**src/rtl/gao_er2_vio_pkg.sv**
```systemverilog
// Shared constants, op codes and FSM state type for the ER2 virtual I/O responder.
package gao_vio_pkg;

  localparam int          DR_W    = 24;
  localparam logic [7:0]  CAP_TAG = 8'hA5;

  localparam logic [7:0]  OP_NOP   = 8'h00;
  localparam logic [7:0]  OP_WR    = 8'h01;
  localparam logic [7:0]  OP_SET   = 8'h02;
  localparam logic [7:0]  OP_CLR   = 8'h03;
  localparam logic [7:0]  OP_PULSE = 8'h04;

  typedef enum logic [1:0] {
    IDLE,
    SHIFT,
    UPDATE
  } state_e;

  function automatic logic [7:0] sat_inc8(input logic [7:0] v);
    return (v == 8'hFF) ? v : v + 8'd1;
  endfunction

endpackage

```
**src/rtl/gao_er2_vio_if.sv**
```systemverilog
// JTAG ER2 user-register signals between the GW_JTAG primitive (master) and the responder (slave).
interface gao_er2_vio_if;

  logic tck;
  logic jtag_rst;
  logic enable;
  logic shift_dr_capture_dr;
  logic update_dr;
  logic tdi;
  logic tdo;

  modport master (
    output tck, jtag_rst, enable, shift_dr_capture_dr, update_dr, tdi,
    input  tdo
  );

  modport slave (
    input  tck, jtag_rst, enable, shift_dr_capture_dr, update_dr, tdi,
    output tdo
  );

endinterface

```
**src/rtl/gao_er2_vio_sync_edge.sv**
```systemverilog
// Multi-flop synchroniser for one asynchronous line with registered rise/fall pulses.
module gao_sync_edge #(
  parameter int SYNC_STG = 2
) (
  input  logic clk_i,
  input  logic rstn_i,
  input  logic d_i,
  output logic level_o,
  output logic rise_o,
  output logic fall_o
);

  logic [SYNC_STG-1:0] sync_q;
  logic                prev_q;
  logic                rise_q;
  logic                fall_q;

  // level_o is the delayed copy so it lines up in time with the edge pulses
  always_ff @(posedge clk_i or negedge rstn_i) begin
    if (!rstn_i) begin
      sync_q <= '0;
      prev_q <= 1'b0;
      rise_q <= 1'b0;
      fall_q <= 1'b0;
    end else begin
      sync_q <= {sync_q[SYNC_STG-2:0], d_i};
      prev_q <= sync_q[SYNC_STG-1];
      rise_q <= sync_q[SYNC_STG-1] & ~prev_q;
      fall_q <= ~sync_q[SYNC_STG-1] & prev_q;
    end
  end

  assign level_o = prev_q;
  assign rise_o  = rise_q;
  assign fall_o  = fall_q;

endmodule

```
**src/rtl/gao_er2_vio.sv**
```systemverilog
// ER2 user-register responder: 24-bit JTAG commands drive control outputs, probe status is read back.
module gao_er2_vio
  import gao_vio_pkg::*;
#(
  parameter int          OUT_W    = 16,
  parameter int          IN_W     = 16,
  parameter int          SYNC_STG = 2,
  parameter logic [15:0] OUT_RST  = 16'h0
) (
  input  logic             clk_i,
  input  logic             rstn_i,
  gao_er2_vio_if.slave     jtag,
  input  logic [IN_W-1:0]  probe_i,
  output logic [OUT_W-1:0] out_o,
  output logic [OUT_W-1:0] pulse_o,
  output logic             busy_o,
  output logic [7:0]       err_cnt_o
);

  localparam logic [OUT_W-1:0] OUT_RST_W = OUT_RST[OUT_W-1:0];

  // Line index: 0 tck, 1 jtag_rst, 2 enable, 3 sdcd, 4 update_dr, 5 tdi
  logic [5:0] jraw, jlvl, jrise, jfall;
  logic       unused_sync;

  assign jraw = {jtag.tdi, jtag.update_dr, jtag.shift_dr_capture_dr,
                 jtag.enable, jtag.jtag_rst, jtag.tck};

  for (genvar g = 0; g < 6; g++) begin : g_sync
    gao_sync_edge #(.SYNC_STG(SYNC_STG)) u_sync (
      .clk_i   (clk_i),
      .rstn_i  (rstn_i),
      .d_i     (jraw[g]),
      .level_o (jlvl[g]),
      .rise_o  (jrise[g]),
      .fall_o  (jfall[g])
    );
  end

  assign unused_sync = ^{jlvl[0], jlvl[4], jrise[5], jrise[3:1], jfall[5:1]};

  logic tck_rise, tck_fall, upd_rise, jrst_s, enable_s, sdcd_s, tdi_s;
  assign tck_rise = jrise[0];
  assign tck_fall = jfall[0];
  assign upd_rise = jrise[4];
  assign jrst_s   = jlvl[1];
  assign enable_s = jlvl[2];
  assign sdcd_s   = jlvl[3];
  assign tdi_s    = jlvl[5];

  logic [IN_W-1:0] probe_q [SYNC_STG];

  always_ff @(posedge clk_i or negedge rstn_i) begin
    if (!rstn_i) begin
      for (int i = 0; i < SYNC_STG; i++) probe_q[i] <= '0;
    end else begin
      probe_q[0] <= probe_i;
      for (int i = 1; i < SYNC_STG; i++) probe_q[i] <= probe_q[i-1];
    end
  end

  logic [15:0] probe_ext;
  always_comb begin
    probe_ext            = '0;
    probe_ext[IN_W-1:0]  = probe_q[SYNC_STG-1];
  end

  state_e            state_q;
  logic [DR_W-1:0]   sr_q;
  logic [4:0]        bit_cnt_q;
  logic [OUT_W-1:0]  out_q, out_d;
  logic [OUT_W-1:0]  pulse_q, pulse_d;
  logic              tdo_q;
  logic [7:0]        err_cnt_q;
  logic              err_inc_d;
  logic [7:0]        op;
  logic [OUT_W-1:0]  data;

  assign op   = sr_q[DR_W-1:16];
  assign data = sr_q[OUT_W-1:0];

  // A scan of any length other than exactly DR_W bits is never trusted
  always_comb begin
    out_d     = out_q;
    pulse_d   = '0;
    err_inc_d = 1'b0;
    if (bit_cnt_q != 5'(DR_W)) begin
      err_inc_d = 1'b1;
    end else begin
      case (op)
        OP_NOP:   ;
        OP_WR:    out_d   = data;
        OP_SET:   out_d   = out_q | data;
        OP_CLR:   out_d   = out_q & ~data;
        OP_PULSE: pulse_d = data;
        default:  err_inc_d = 1'b1;
      endcase
    end
  end

  always_ff @(posedge clk_i or negedge rstn_i) begin
    if (!rstn_i) begin
      state_q   <= IDLE;
      sr_q      <= '0;
      bit_cnt_q <= '0;
      out_q     <= OUT_RST_W;
      pulse_q   <= '0;
      tdo_q     <= 1'b0;
      err_cnt_q <= '0;
    end else begin
      pulse_q <= '0;
      if (tck_fall) tdo_q <= sr_q[0];
      if (jrst_s) begin
        state_q <= IDLE;
        out_q   <= OUT_RST_W;
      end else begin
        case (state_q)
          IDLE: begin
            if (tck_rise && enable_s && sdcd_s) begin
              sr_q      <= {CAP_TAG, probe_ext};
              bit_cnt_q <= '0;
              state_q   <= SHIFT;
            end
          end
          SHIFT: begin
            // An update edge wins over a coincident shift edge
            if (upd_rise && enable_s) begin
              state_q <= UPDATE;
            end else if (tck_rise && enable_s && sdcd_s) begin
              sr_q <= {tdi_s, sr_q[DR_W-1:1]};
              if (bit_cnt_q != 5'd31) bit_cnt_q <= bit_cnt_q + 5'd1;
            end else if (!enable_s) begin
              state_q <= IDLE;
            end
          end
          UPDATE: begin
            state_q <= IDLE;
            out_q   <= out_d;
            pulse_q <= pulse_d;
            if (err_inc_d) err_cnt_q <= sat_inc8(err_cnt_q);
          end
          default: state_q <= IDLE;
        endcase
      end
    end
  end

  assign jtag.tdo  = tdo_q;
  assign out_o     = out_q;
  assign pulse_o   = pulse_q;
  assign busy_o    = (state_q != IDLE);
  assign err_cnt_o = err_cnt_q;

endmodule
```
**src/flat_wrapper.sv**
```systemverilog
// flat-port wrapper written by rule: the top's interface ports become plain ports
module gao_er2_vio_flat import gao_vio_pkg::*;
#(
  parameter int          OUT_W    = 16,
  parameter int          IN_W     = 16,
  parameter int          SYNC_STG = 2,
  parameter logic [15:0] OUT_RST  = 16'h0
)
  (clk_i, rstn_i, probe_i, out_o, pulse_o, busy_o, err_cnt_o, jtag_tck, jtag_jtag_rst, jtag_enable, jtag_shift_dr_capture_dr, jtag_update_dr, jtag_tdi, jtag_tdo);
  gao_er2_vio_if jtag_i ();
  input  logic clk_i;
  input  logic rstn_i;
  input  logic [IN_W-1:0] probe_i;
  output logic [OUT_W-1:0] out_o;
  output logic [OUT_W-1:0] pulse_o;
  output logic busy_o;
  output logic [7:0] err_cnt_o;
  input wire logic [$bits(jtag_i.tck)-1:0] jtag_tck;
  input wire logic [$bits(jtag_i.jtag_rst)-1:0] jtag_jtag_rst;
  input wire logic [$bits(jtag_i.enable)-1:0] jtag_enable;
  input wire logic [$bits(jtag_i.shift_dr_capture_dr)-1:0] jtag_shift_dr_capture_dr;
  input wire logic [$bits(jtag_i.update_dr)-1:0] jtag_update_dr;
  input wire logic [$bits(jtag_i.tdi)-1:0] jtag_tdi;
  output wire logic [$bits(jtag_i.tdo)-1:0] jtag_tdo;
  assign jtag_i.tck = jtag_tck;
  assign jtag_i.jtag_rst = jtag_jtag_rst;
  assign jtag_i.enable = jtag_enable;
  assign jtag_i.shift_dr_capture_dr = jtag_shift_dr_capture_dr;
  assign jtag_i.update_dr = jtag_update_dr;
  assign jtag_i.tdi = jtag_tdi;
  assign jtag_tdo = jtag_i.tdo;
  gao_er2_vio #(.OUT_W(OUT_W), .IN_W(IN_W), .SYNC_STG(SYNC_STG), .OUT_RST(OUT_RST)) u_core (.clk_i(clk_i), .rstn_i(rstn_i), .jtag(jtag_i), .probe_i(probe_i), .out_o(out_o), .pulse_o(pulse_o), .busy_o(busy_o), .err_cnt_o(err_cnt_o));
endmodule
```
**config.mk**
```make
export PLATFORM = sky130hd
export DESIGN_NAME = gao_er2_vio_flat
export DESIGN_NICKNAME = d
export VERILOG_FILES = /design/src/rtl/gao_er2_vio_pkg.sv /design/src/rtl/gao_er2_vio_if.sv /design/src/rtl/gao_er2_vio_sync_edge.sv /design/src/rtl/gao_er2_vio.sv /design/src/flat_wrapper.sv
export SDC_FILE = /design/constraint.sdc
export NUM_CORES = 1
export LEC_CHECK = 0
export BUFFER_PORTS_ARGS = -buffer_cell sky130_fd_sc_hd__clkbuf_2
export CAP_MARGIN = 30
export CORE_ASPECT_RATIO = 1.5
export CORE_MARGIN = 3
export CORE_UTILIZATION = 40
export CTS_BUF_LIST = sky130_fd_sc_hd__clkbuf_4 sky130_fd_sc_hd__clkbuf_8
export DETAILED_ROUTE_END_ITERATION = 8
export GPL_ROUTABILITY_DRIVEN = 1
export SYNTH_ARGS = -nofsm -noshare
export SYNTH_HDL_FRONTEND = slang
export SYNTH_SLANG_ARGS = --single-unit
```
**constraint.sdc**
```tcl
create_clock -name clk_i -period 1.7 [get_ports clk_i]
set_input_delay 0.17 -clock clk_i [delete_from_list [all_inputs] [get_ports clk_i]]
set_output_delay 0.17 -clock clk_i [all_outputs]
set_load 0.005 [all_outputs]
```
* Word-level counts from Yosys, hierarchy flattened
Cells that the tools add are included.
** Storage, ports and cells
- RAM bits :: 0
- Output and inout port bits :: 42
- Word-level logic and storage cells :: 94
- Bits of input ports :: 24
- Latch bits :: 0
- Memory bits (read-only) :: 0
- Bits in registers :: 125
- Memories kept :: 0
** Cells by class
- Bitwise logic cells :: 11
- Shifts and indexed selects :: 0
- Magnitude comparators :: 0
- Reduce and logical (&&, ||, !) cells :: 15
- $add $sub $neg :: 2
- Multiply operators :: 0
- Multiplexer cells :: 25
- Equal/unequal tests :: 17
- Divide/modulo/power cells :: 0
** Operators by type and width (number)
- 2-to-1 mux 16 bit :: 7
- 2-to-1 mux 24 bit :: 3
- case mux 16 bit (3 select lines) :: 1
- case mux 24 bit (2 select lines) :: 1
- 2-to-1 mux 5 bit :: 4
- bitwise AND 16 bit :: 1
- equality test 8 x 2 -> 1 bit (second input constant) :: 2
- inverter 16 bit :: 1
- bitwise OR 16 bit :: 1
- 2-to-1 mux 2 bit :: 5
- != test 5 bit (second input constant) :: 2
- case mux 5 bit (2 select lines) :: 1
- adder 8 x 1 -> 8 bit (second input constant) :: 1
- equality test 8 x 1 -> 1 bit (second input constant) :: 1
- equality test 8 x 3 -> 1 bit (second input constant) :: 1
- equality test 8 bit (second input constant) :: 1
- zero test 8 bit :: 1
- != test 2 x 1 -> 1 bit (second input constant) :: 3
- AND reduction 3 bit :: 2
- AND reduction 6 bit :: 1
- nonzero test 2 bit :: 3
- adder 5 x 1 -> 5 bit (second input constant) :: 1
- inverter 1 bit :: 5
- AND reduction 5 bit :: 1
- 14 further kinds :: 20

* Longest topological paths before layout
Gate-level depths: netlist (run 1).
- Depth in word-level cells :: 6
- Gate-level depth with buffers :: 8
- Mapped depth without buffers :: 7

* Hierarchy
Synthesis (run 1) repeated with hierarchy kept, for this count alone.
** Unflattened totals
- Cells, all modules :: 419
- Area, all modules :: 4993.5 µm²
** Modules (own cells, without submodules)
- gao_er2_vio :: times used 1, area each 4152.7 µm², cells each 377, seq. area each 2602.5 µm²
- gao_sync_edge :: times used 6, area each 140.1 µm², cells each 7, seq. area each 125.1 µm²

* Least setup slack after synthesis (run 1)
No wires, ideal clock.
- Kind :: register to register
- Start :: register u_core.bit_cnt_q[0]
- End :: register u_core.bit_cnt_q[2]
- Stages on the path, launching flop included :: 8
- Period minus slack after synthesis :: 1.664 ns
- Setup slack :: 0.036 ns
- Buffers on the path :: 0
- Data arrival time :: 1.529 ns
- Data required time :: 1.565 ns
- Library setup time :: 0.135 ns
- Cell sequence :: dfrtp_1 > ha_1 > and3_1 > ha_1 > a21oi_1 > o2111ai_2 > o21ai_0 > o31ai_1
** Between the ends
- Cells in the longest elaborated chain, start to end :: 5
- Elaborated cells on any way between the ends :: 8
- Classes of those cells :: add/sub (1); eq/ne (2); mux (4); reduce/logical (1)
** RTL lines
- start: declaration :: RTL line gao_er2_vio.sv:70 : logic [4:0] bit_cnt_q;
- start signal: assignment :: RTL line gao_er2_vio.sv:131 : if (bit_cnt_q != 5'd31) bit_cnt_q <= bit_cnt_q + 5'd1;
- adder 5 x 1 -> 5 bit :: RTL line gao_er2_vio.sv:131
- 2-to-1 mux 5 bit :: RTL line gao_er2_vio.sv:131
- 2-to-1 mux 5 bit :: RTL line gao_er2_vio.sv:129 : end else if (tck_rise && enable_s && sdcd_s) begin
- 2-to-1 mux 5 bit :: RTL line gao_er2_vio.sv:127 : if (upd_rise && enable_s) begin
- case mux 5 bit (2 select lines) :: RTL line gao_er2_vio.sv:117 : case (state_q)
Several ways; a longest one is shown, not always the timed one. The select of a mux whose other input is x is not followed.
A chain may end at the register's enable or synchronous reset.

* Worst setup path in the final report (run 1)
Ends and elaborated chain as after synthesis.

==> flow_metrics.py, run 1 <==
metrics = {
    "synthesis": {
        "synth_top_area_cell": "dfrtp_1",
        "synth_top_family_by_area": "simple AND/OR/NAND/NOR gates",
        "synthCells": 359,
        "yosys-top-cells-count": "dfrtp_1, nand2_1, o21ai_0",
        "ys_types": 40,
        "yosys_most_used_dff": "dfrtp_1",
        "synth-edff-count": 0,
        "synth_fp_nets": 387,
        "syn_area_sq_um": 4630,
        "synth_compound_area_share_pct": 8.10,
        "synth.area.mux_share_pct": 3.94,
        "synth-xor-area-share_pct": 1.51,
        "yosysMostFrequentCell": "dfrtp_1",
        "synth_top_area_share_pct": 67.5,
        "synth-simple-area-share_pct": 15.6,
        "ys_seq_elements": 125,
        "syn_avg_cell_area_sq_um": 12.9,
        "yosysSeqAreaShare_pct": 67.5,
        "yosys-top-cells-area": "dfrtp_1, a32o_1, mux2i_1",
        "synth-adder-area-share_pct": 1.08,
        "synth-async-reset-ratio_pct": 100,
        "ys_warn_count": 0,
    },
    "power": {
        "leakagePower_nw": 2.79,
        "ir_drop_v": 0.000515,
        "p_per_area_nw_per_um2": 1020,
        "p_total_mw": 6.14,
    },
    "route": {
        "drtIter0Drc": 136,
        "vias": 3035,
        "wl_microns": 8580,
        "post-route-drc-count": 0,
        "antenna_left": 0,
        "via_per_inst": 4.85,
        "firstDrtPassIters": 4,
        "routedWlPerCell_microns": 13.7,
    },
    "critical_path": {
        "crit_type": "reg -> reg",
        "slowest_stage": "dfrtp_1",
        "path_delay_family": "compound AO/OA/AOI/OAI gates",
        "cp-start-kind": "flop",
        "cp.required_ns": 1.99,
        "cp_num_buf_inv": 0,
        "worstPathArrival_ns": 1.97,
        "critPathMaxFanout": 5,
        "cp-end-kind": "flop",
        "cp_cell_sequence": "ha_2 -> and3_4 -> ha_4 -> a21oi_4 -> o2111ai_4 -> o21ai_2 -> o31ai_2",
        "cp_slowest_stage_delay_ns": 0.42,
    },
    "floorplanning": {
        "core_area_sq_um": 11200,
        "die_y_microns": 138,
        "initial_core_util_pct": 41.5,
        "die-width_microns": 93.9,
        "io_pins": 66,
        "die_area_sq_um": 12900,
        "rows": 47,
    },
    "sta": {
        "rsz0062_at_grt": "yes",
        "max_clock_freq_mhz": 598,
        "tightest_slew_ns": 0.639,
        "fin_skew_ns": 0.00580,
        "finalHoldViolations": 0,
        "slew_viol_final": 0,
        "setup_violations": 0,
        "maxSlewHeadroom_pct": 57.4,
        "post-route-period-util_pct": 98.4,
        "period_minus_slack_ns": 1.67,
    },
    "finish": {
        "area.sequential_sq_um": 3130,
        "multi_input_area_sq_um": 1540,
        "nFillCells": 992,
        "stdcell_count": 626,
        "syn_to_final_growth_pct": 30.1,
        "diodes": 0,
        "finalNetCount": 494,
        "drive_gt1_share_pct": 29.9,
    },
    "global_route": {
        "grt_max_degree": 126,
        "grt_util_all_layers_pct": 14.1,
        "grt_pass1_wl_microns": 14000,
        "grt_pass1_vias": 2945,
        "antenna_found_initial": 0,
        "grt.overflow.total": 0,
    },
    "clocking": {
        "path_clk_slew_ns": 0.07,
        "cts_sinks": 125,
        "clockBufferDepth": 2,
        "cts_tree": "built",
        "clk_latency_ns": 0.42,
        "root_buffer": "clkbuf_8",
        "cts_buffers": 17,
        "cts_htree_levels": 4,
    },
    "placed_design": {
        "dp_hpwl_microns": 5440,
        "dp.cells": 565,
        "port_buffers": 65,
        "place.gp.congestion": 0.791,
    },
    "job": {
        "drv_cap": 0,
    },
    "outcome": {
        "status": "finished, final reports clean",
    },
    "worst_hold_path": {
        "hold_class": "reg -> reg",
    },
}
-- report_power, final --
part / total (mW) / switching [mW] / internal, mW / leakage (nW)
registers: 3.33 / 0.184 / 3.15 / 1.59
clock network: 2.47 / 1.13 / 1.34 / 0.203
logic: 0.334 / 0.161 / 0.173 / 0.997
-- path summary, 6_finish.rpt --
kind,from,to,slack (ns),depth (start not counted)
max,u_core.bit_cnt_q[0],u_core.bit_cnt_q[2],0.03,7
min,u_core.probe_q[31],u_core.probe_ext[15],0.35,0
max reg2reg,u_core.bit_cnt_q[0],u_core.bit_cnt_q[2],0.03,7
min reg2reg,u_core.probe_q[31],u_core.probe_ext[15],0.35,0
max in group asynchronous,rstn_i,u_core.state_q[0],0.81,3
min in group asynchronous,rstn_i,u_core.probe_q[22],0.39,3
-- layer usage --
metal,part of all wire [%],track usage [%]
met1,43,16.6
met2,50,22.1
met3,4.5,5.08
met4,2.5,8.51
met5,0,0
-- worst reg2reg max path: cells and delay by family (launching register included) --
family / cells / cell delay (ns)
adders and majority gates: 2 / 0.37
and+or+nand+nor: 1 / 0.16
DFF: 1 / 0.42
AOI/OAI and AO/OA: 4 / 0.62
-- cell type report --
class                   instances  share of cell area [%]
clock inverters                14                    2.41
multi-input cells             215                    25.6
well taps                     147                    3.05
flip-flops and latches        125                    52.0
clock buffers                  18                    4.11
inverters                       3                   0.228
repair buffers                104                    12.6
-- cell families (layout without fill, tap and decap cells) --
| logic type | Yosys count | in the layout |
|---|---|---|
| mux | 18 | 18 |
| compound gates | 54 | 55 |
| xor+xnor | 8 | 8 |
| flops | 125 | 125 |
| buf+inv | 20 | 139 |
| simple gates | 130 | 130 |
| fa+ha+maj | 4 | 4 |
-- metrics by stage --
step	setup TNS (ns)	utilization (%)	instance area, sq um	hold WS, ns	setup WS, ns
3_5_place_dp	-0.877	46.6	5210	0.280	-0.224
6_report	0	53.9	6030	0.349	0.0268
3_3_place_gp	-0.0333	46.6	5210	0.278	-0.0281
5_1_grt	-0.152	53.9	6030	0.358	-0.0467
2_1_floorplan	0	-	4630	-0.126	0.0358
4_1_cts	0	53.1	5930	0.350	0.00215
-- flip-flops by register name (all words and copies together) (netlist names) --
register and count:
u_core.sr_q 24, u_core.out_o 16, u_core.probe_ext 16, u_core.probe_q 16, u_core.pulse_o 16, u_core.g_sync.u_sync.sync_q 12
u_core.err_cnt_o 8, u_core.g_sync.u_sync.level_o 6, u_core.bit_cnt_q 5, u_core.g_sync.u_sync.rise_o 2, u_core.state_q 2, u_core.g_sync.u_sync.fall_o 1
u_core.jtag.tdo 1
-- placed cells by master (no fill, tap or decap), types with 3 or more instances in the layout --
cell type	n
clkinv_4	5
nor2b_1	5
clkbuf_2	64
a32o_1	15
dfrtp_2	3
nand2b_1	11
nand2_1	41
clkbuf_8	18
and2_1	16
buf_12	6
buf_4	9
clkinv_2	5
nor3b_4	4
mux2i_1	16
nand3_1	19
nor2_1	7
dlygate4sd3_1	23
or2b_1	6
o21ai_1	4
xor2_1	8
dfrtp_1	122
o21ai_0	26
-- what timing repair did --
action,4_1_cts,5_1_grt
cloned,1,0
hold endpoints to repair,147,0
pin swaps,2,9
setup buffers,3,2
hold buffers,23,0
resized for setup,15,21
endpoints found under the setup margin,38,49
No activity file was read; power rests on OpenSTA's default activity.
==> run 2: changes to the inputs <==
clock period = 1.8 ns   (was 1.7 ns; I/O delays follow)
==> run 2 against run 1 <==
Against the previous run: critical path depth is 1 lower; largest power group unchanged; via count down 1.6%; clock skew rose by 0.0052 ns; combinational power fell by 9.6%; worst hold slack lost 0.092 ns; clock power fell by 2%; fmax decreased by 6.0%; critical endpoint is now u_core.bit_cnt_q[3]; design area down 1.7%; wire length decreased by 2.5%; total power is 4.2% lower; worst setup slack got worse by 0.0061 ns.
==> flow_metrics.py, run 2 (synthesized netlist as in run 1, its figures left out) <==
metrics = {
    "power": {
        "ir_drop_v": 0.000505,
        "p_per_area_nw_per_um2": 992,
        "p_total_mw": 5.88,
        "leakagePower_nw": 2.77,
    },
    "finish": {
        "largest_register_ffs": 24,
        "largest-register": "u_core.sr_q",
        "finalNetCount": 489,
        "syn_to_final_growth_pct": 27.9,
        "diodes": 0,
        "area.sequential_sq_um": 3130,
        "layout_common_cells": "dfrtp_1, clkbuf_2, nand2_1",
        "drive_gt1_share_pct": 27.2,
        "multi_input_area_sq_um": 1470,
        "fin_util_pct": 53.0,
        "nFillCells": 989,
        "final_common_cell": "dfrtp_1",
    },
    "critical_path": {
        "cp_slowest_stage_delay_ns": 0.43,
        "worstPathArrival_ns": 2.09,
        "crit_type": "reg -> reg",
        "cp_cell_sequence": "ha_2 -> and3_1 -> ha_1 -> a21oi_4 -> o2111ai_4 -> a22o_1",
        "cp.required_ns": 2.11,
        "cp-end-kind": "flop",
        "slowest_stage": "dfrtp_1",
        "worst_r2r_endpoint": "u_core.bit_cnt_q[3]",
        "critPathMaxFanout": 5,
        "cp-start-kind": "flop",
        "ff2ff_setup_slack_ns": 0.02,
        "cp_num_buf_inv": 0,
        "timing.rr.start": "u_core.bit_cnt_q[0]",
        "reg2regPathDepth": 6,
        "path_delay_family": "compound AO/OA/AOI/OAI gates",
    },
    "global_route": {
        "grt_pass1_vias": 2961,
        "grt.overflow.total": 0,
        "antenna_found_initial": 0,
        "grt_max_degree": 53,
        "grt_pass1_wl_microns": 13900,
        "grt_util_all_layers_pct": 13.8,
    },
    "route": {
        "wl_microns": 8370,
        "wl_met1_microns": 3670,
        "vias": 2985,
        "firstDrtPassIters": 4,
        "wl_met2_microns": 4150,
        "routedWlPerCell_microns": 13.5,
        "met3WireLength_microns": 423,
        "drtIter0Drc": 186,
        "antenna_left": 0,
        "via_per_inst": 4.81,
        "highest_layer": "met4",
        "post-route-drc-count": 0,
    },
    "sta": {
        "period_minus_slack_ns": 1.78,
        "finalSetupTns_ns": 0,
        "hold_ws_ns": 0.257,
        "slew_viol_final": 0,
        "fin_ws_ns": 0.0207,
        "post-route-period-util_pct": 98.8,
        "fin_skew_ns": 0.0110,
        "maxSlewHeadroom_pct": 63.7,
        "setup_violations": 0,
        "finalHoldViolations": 0,
        "rsz0062_at_grt": "yes",
        "max_clock_freq_mhz": 562,
        "tightest_slew_ns": 0.544,
    },
    "clocking": {
        "path_clk_slew_ns": 0.07,
        "clk_latency_ns": 0.42,
        "cts_htree_levels": 4,
        "root_buffer": "clkbuf_8",
        "cts_tree": "built",
        "cts_sinks": 125,
        "cts_buffers": 17,
        "clockBufferDepth": 2,
    },
    "floorplanning": {
        "io_pins": 66,
        "rows": 47,
        "die_area_sq_um": 12900,
        "die-width_microns": 93.9,
        "die_y_microns": 138,
        "initial_core_util_pct": 41.5,
        "core_area_sq_um": 11200,
    },
    "outcome": {
        "status": "finished, final reports clean",
    },
    "placed_design": {
        "place_ws_ns": -0.0882,
        "place.gp.congestion": 0.790,
        "port_buffers": 65,
        "dp_hpwl_microns": 5550,
    },
    "job": {
        "drv_cap": 0,
    },
    "worst_hold_path": {
        "hold_class": "in -> async",
    },
}
run 2: what timing repair did:
action | CTS | global route
buffers inserted | 0 | 1
setup endpoints to repair | 3 | 64
pin swaps | 2 | 3
hold endpoints to repair | 54 | 0
resized for setup | 3 | 13
gates cloned | 1 | 0
hold buffers | 23 | 0
run 2: area by class of cell:
cell class              count  share of cell area (%)
clock inverters            12                    2.47
inverters                   3                   0.190
repair buffers             99                    12.3
well taps                 147                    3.10
clock buffers              20                    4.33
multi-input cells         215                    24.8
flip-flops and latches    125                    52.8
run 2: worst max-delay path by stage:
stage,endpoint,depth (start not counted),slack [ns],startpoint
6_report,u_core.bit_cnt_q[3],6,0.02,u_core.bit_cnt_q[0]
3_3_place_gp,u_core.bit_cnt_q[2],7,0.07,u_core.bit_cnt_q[0]
2_1_floorplan,u_core.bit_cnt_q[2],7,0.14,u_core.bit_cnt_q[0]
5_1_grt,u_core.bit_cnt_q[2],6,-0.07,u_core.bit_cnt_q[0]
3_5_place_dp,u_core.bit_cnt_q[3],7,-0.09,u_core.bit_cnt_q[0]
4_1_cts,u_core.bit_cnt_q[3],7,0.004,u_core.bit_cnt_q[0]
run 2: report_power, final:
part | total [mW] | switching, mW | internal, mW
Combinational | 0.302 | 0.147 | 0.155
Clock | 2.43 | 1.03 | 1.40
Sequential | 3.15 | 0.173 | 2.98
Total | 5.88 | 1.35 | 4.53
run 2: through the flow:
stage          instances  instance area, sq um
2_1_floorplan        359                  4630
3_3_place_gp         564                  5220
6_report             621                  5930
4_1_cts              620                  5860
5_1_grt              621                  5930
3_5_place_dp         564                  5220
run 2: routing by layer:
layer / vias to the layer above / GRT usage [%]
li1: 1446 / -
met1: 1449 / 17.1
met2: 82 / 21.6
met3: 8 / 4.43
met4: 0 / 7.23
met5: - / 0
run 2: worst register-to-register path, cell delays in order, from the launching register on:
cell	delay, ns
dfrtp_1	0.43
ha_2	0.23
and3_1	0.16
ha_1	0.21
a21oi_4	0.18
o2111ai_4	0.17
a22o_1	0.28
==> run 3: changes to the inputs <==
CELL_PAD_IN_SITES_DETAIL_PLACEMENT = 1   (was default)
CELL_PAD_IN_SITES_GLOBAL_PLACEMENT = 2   (was default)
PLACE_DENSITY_LB_ADDON = 0.1   (was default)
==> run 3 against run 2 <==
Against the previous run: first-iteration DRC count down 32%; sequential power about the same; critical path type unchanged; worst hold slack worse by 0.052 ns; total power up 1.6%; flip-flop and latch count unchanged; clock skew about the same.
==> flow_metrics.py, run 3 (synthesized netlist as in run 1, its figures left out) <==
metrics = {
    "floorplanning": {
        "die-width_microns": 93.9,
        "rows": 47,
        "die_area_sq_um": 12900,
        "core_area_sq_um": 11200,
        "die_y_microns": 138,
        "io_pins": 66,
        "initial_core_util_pct": 41.5,
    },
    "power": {
        "ir_drop_v": 0.000757,
        "cellInternalPower_mw": 4.48,
        "clockPowerShare_pct": 41.0,
        "p_comb_share_pct": 6.0,
        "leakagePower_nw": 2.79,
        "switchingPower_mw": 1.50,
        "power_frac_seq_pct": 53.0,
        "p_per_area_nw_per_um2": 1000,
        "sw_frac_of_total_pct": 25.1,
    },
    "sta": {
        "period_minus_slack_ns": 1.73,
        "fin_ws_ns": 0.0716,
        "maxSlewHeadroom_pct": 62.9,
        "hold_ws_ns": 0.205,
        "tightest_slew_ns": 0.556,
        "slew_viol_final": 0,
        "setup_violations": 0,
        "max_clock_freq_mhz": 579,
        "post-route-period-util_pct": 96.0,
        "finalHoldViolations": 0,
        "fin_skew_ns": 0.0111,
        "finalSetupTns_ns": 0,
    },
    "clocking": {
        "cts_buffers": 17,
        "clk_latency_ns": 0.43,
        "clockBufferDepth": 2,
        "cts_htree_levels": 4,
        "cts_sinks": 125,
        "path_clk_slew_ns": 0.08,
        "cts_tree": "built",
        "root_buffer": "clkbuf_8",
    },
    "job": {
        "drv_cap": 0,
    },
    "placed_design": {
        "port_buffers": 65,
        "dp_hpwl_microns": 7220,
        "place.gp.congestion": 0.778,
        "place_ws_ns": -0.103,
    },
    "worst_hold_path": {
        "hold_class": "in -> async",
    },
    "route": {
        "drtIter0Drc": 126,
        "via_per_inst": 5.06,
        "post-route-drc-count": 0,
        "firstDrtPassIters": 5,
        "antenna_left": 0,
        "vias": 3167,
        "routedWlPerCell_microns": 17.4,
        "wl_microns": 10900,
    },
    "critical_path": {
        "crit_type": "reg -> reg",
        "cp.required_ns": 2.11,
        "critPathMaxFanout": 5,
        "worstPathArrival_ns": 2.04,
        "cp-start-kind": "flop",
        "cp-end-kind": "flop",
        "timing.rr.start": "u_core.bit_cnt_q[1]",
        "crit_start": "u_core.bit_cnt_q[1]",
    },
    "finish": {
        "layout_common_cells": "dfrtp_1, clkbuf_2, nand2_1",
        "largest-register": "u_core.sr_q",
        "final_common_cell": "dfrtp_1",
        "diodes": 0,
        "drive_gt1_share_pct": 28.0,
        "largest_register_ffs": 24,
        "area.sequential_sq_um": 3130,
        "finalNetCount": 495,
        "multi_input_area_sq_um": 1470,
        "nFillCells": 1164,
        "syn_to_final_growth_pct": 28.9,
    },
    "global_route": {
        "grt.overflow.total": 0,
        "antenna_found_initial": 0,
        "grt_util_all_layers_pct": 18.1,
        "grt_pass1_wl_microns": 17400,
        "grt_pass1_vias": 3340,
        "grt_max_degree": 49,
    },
    "outcome": {
        "status": "finished, final reports clean",
    },
}
run 3: cell count changes in the layout (fill, tap and decap cells not counted), sizes merged:
cell    before  now
inv          3    5
clkinv       6    4
bufinv       3    2
buf         12   18
run 3: metrics by stage:
stage	cell area [sq um]	cells	power, mW	util [%]
2_1_floorplan	4630	359	3.28	-
3_3_place_gp	5260	570	3.52	47.1
3_5_place_dp	5260	570	3.54	47.1
4_1_cts	5910	624	6.05	52.9
5_1_grt	5970	626	6.26	53.5
6_report	5970	626	5.97	53.5
run 3: path summary, 6_finish.rpt:
path	to	slack, ns	depth (start not counted)
hold / removal	u_core.g_sync[2].u_sync.level_o	0.21	2
setup / recovery	u_core.bit_cnt_q[2]	0.07	7
max in group asynchronous	u_core.pulse_o[7]	0.99	3
min in group clk_i	u_core.g_sync[2].u_sync.sync_q[1]	0.35	0
hold reg to reg	u_core.g_sync[2].u_sync.sync_q[1]	0.35	0
setup reg to reg	u_core.bit_cnt_q[2]	0.07	7
run 3: area by class of cell:
| cell class | count | share of cell area (%) |
|---|---|---|
| flip-flops and latches | 125 | 52.4 |
| multi-input cells | 215 | 24.6 |
| repair buffers | 105 | 12.9 |
| clock buffers | 20 | 4.50 |
| well taps | 147 | 3.08 |
| clock inverters | 11 | 2.26 |
| inverters | 3 | 0.188 |
run 3: metal layers:
metal	up-vias	share of wire, %	GRT usage [%]
met3	20	2.8	3.55
met1	1630	38	20.0
met5	-	0	0
li1	1458	-	-
met2	59	57	32.8
met4	0	2.5	8.67
run 3: timing repair:
action	CTS	global route
gates resized for setup	4	12
cloned	0	1
pin swaps	0	5
hold buffers	23	0
endpoints found under the hold margin	78	0
buffers inserted	0	1
setup endpoints to repair	4	39
run 3: critical path, stage by stage (launching register included):
cell and delay (ns):
dfrtp_1 0.42, ha_2 0.21, and3_1 0.14, ha_2 0.18
a21oi_4 0.17, o2111ai_4 0.21, o21ai_2 0.18, o31ai_2 0.09
run 3: power by group through the flow:
stage | Combinational, mW | Clock [mW] | Sequential (mW)
after floorplan | 0.143 | 0 | 3.13
after global placement | 0.305 | 0 | 3.22
after detailed placement | 0.318 | 0 | 3.23
after CTS | 0.360 | 2.52 | 3.17
after global routing | 0.410 | 2.65 | 3.20
final | 0.357 | 2.45 | 3.17
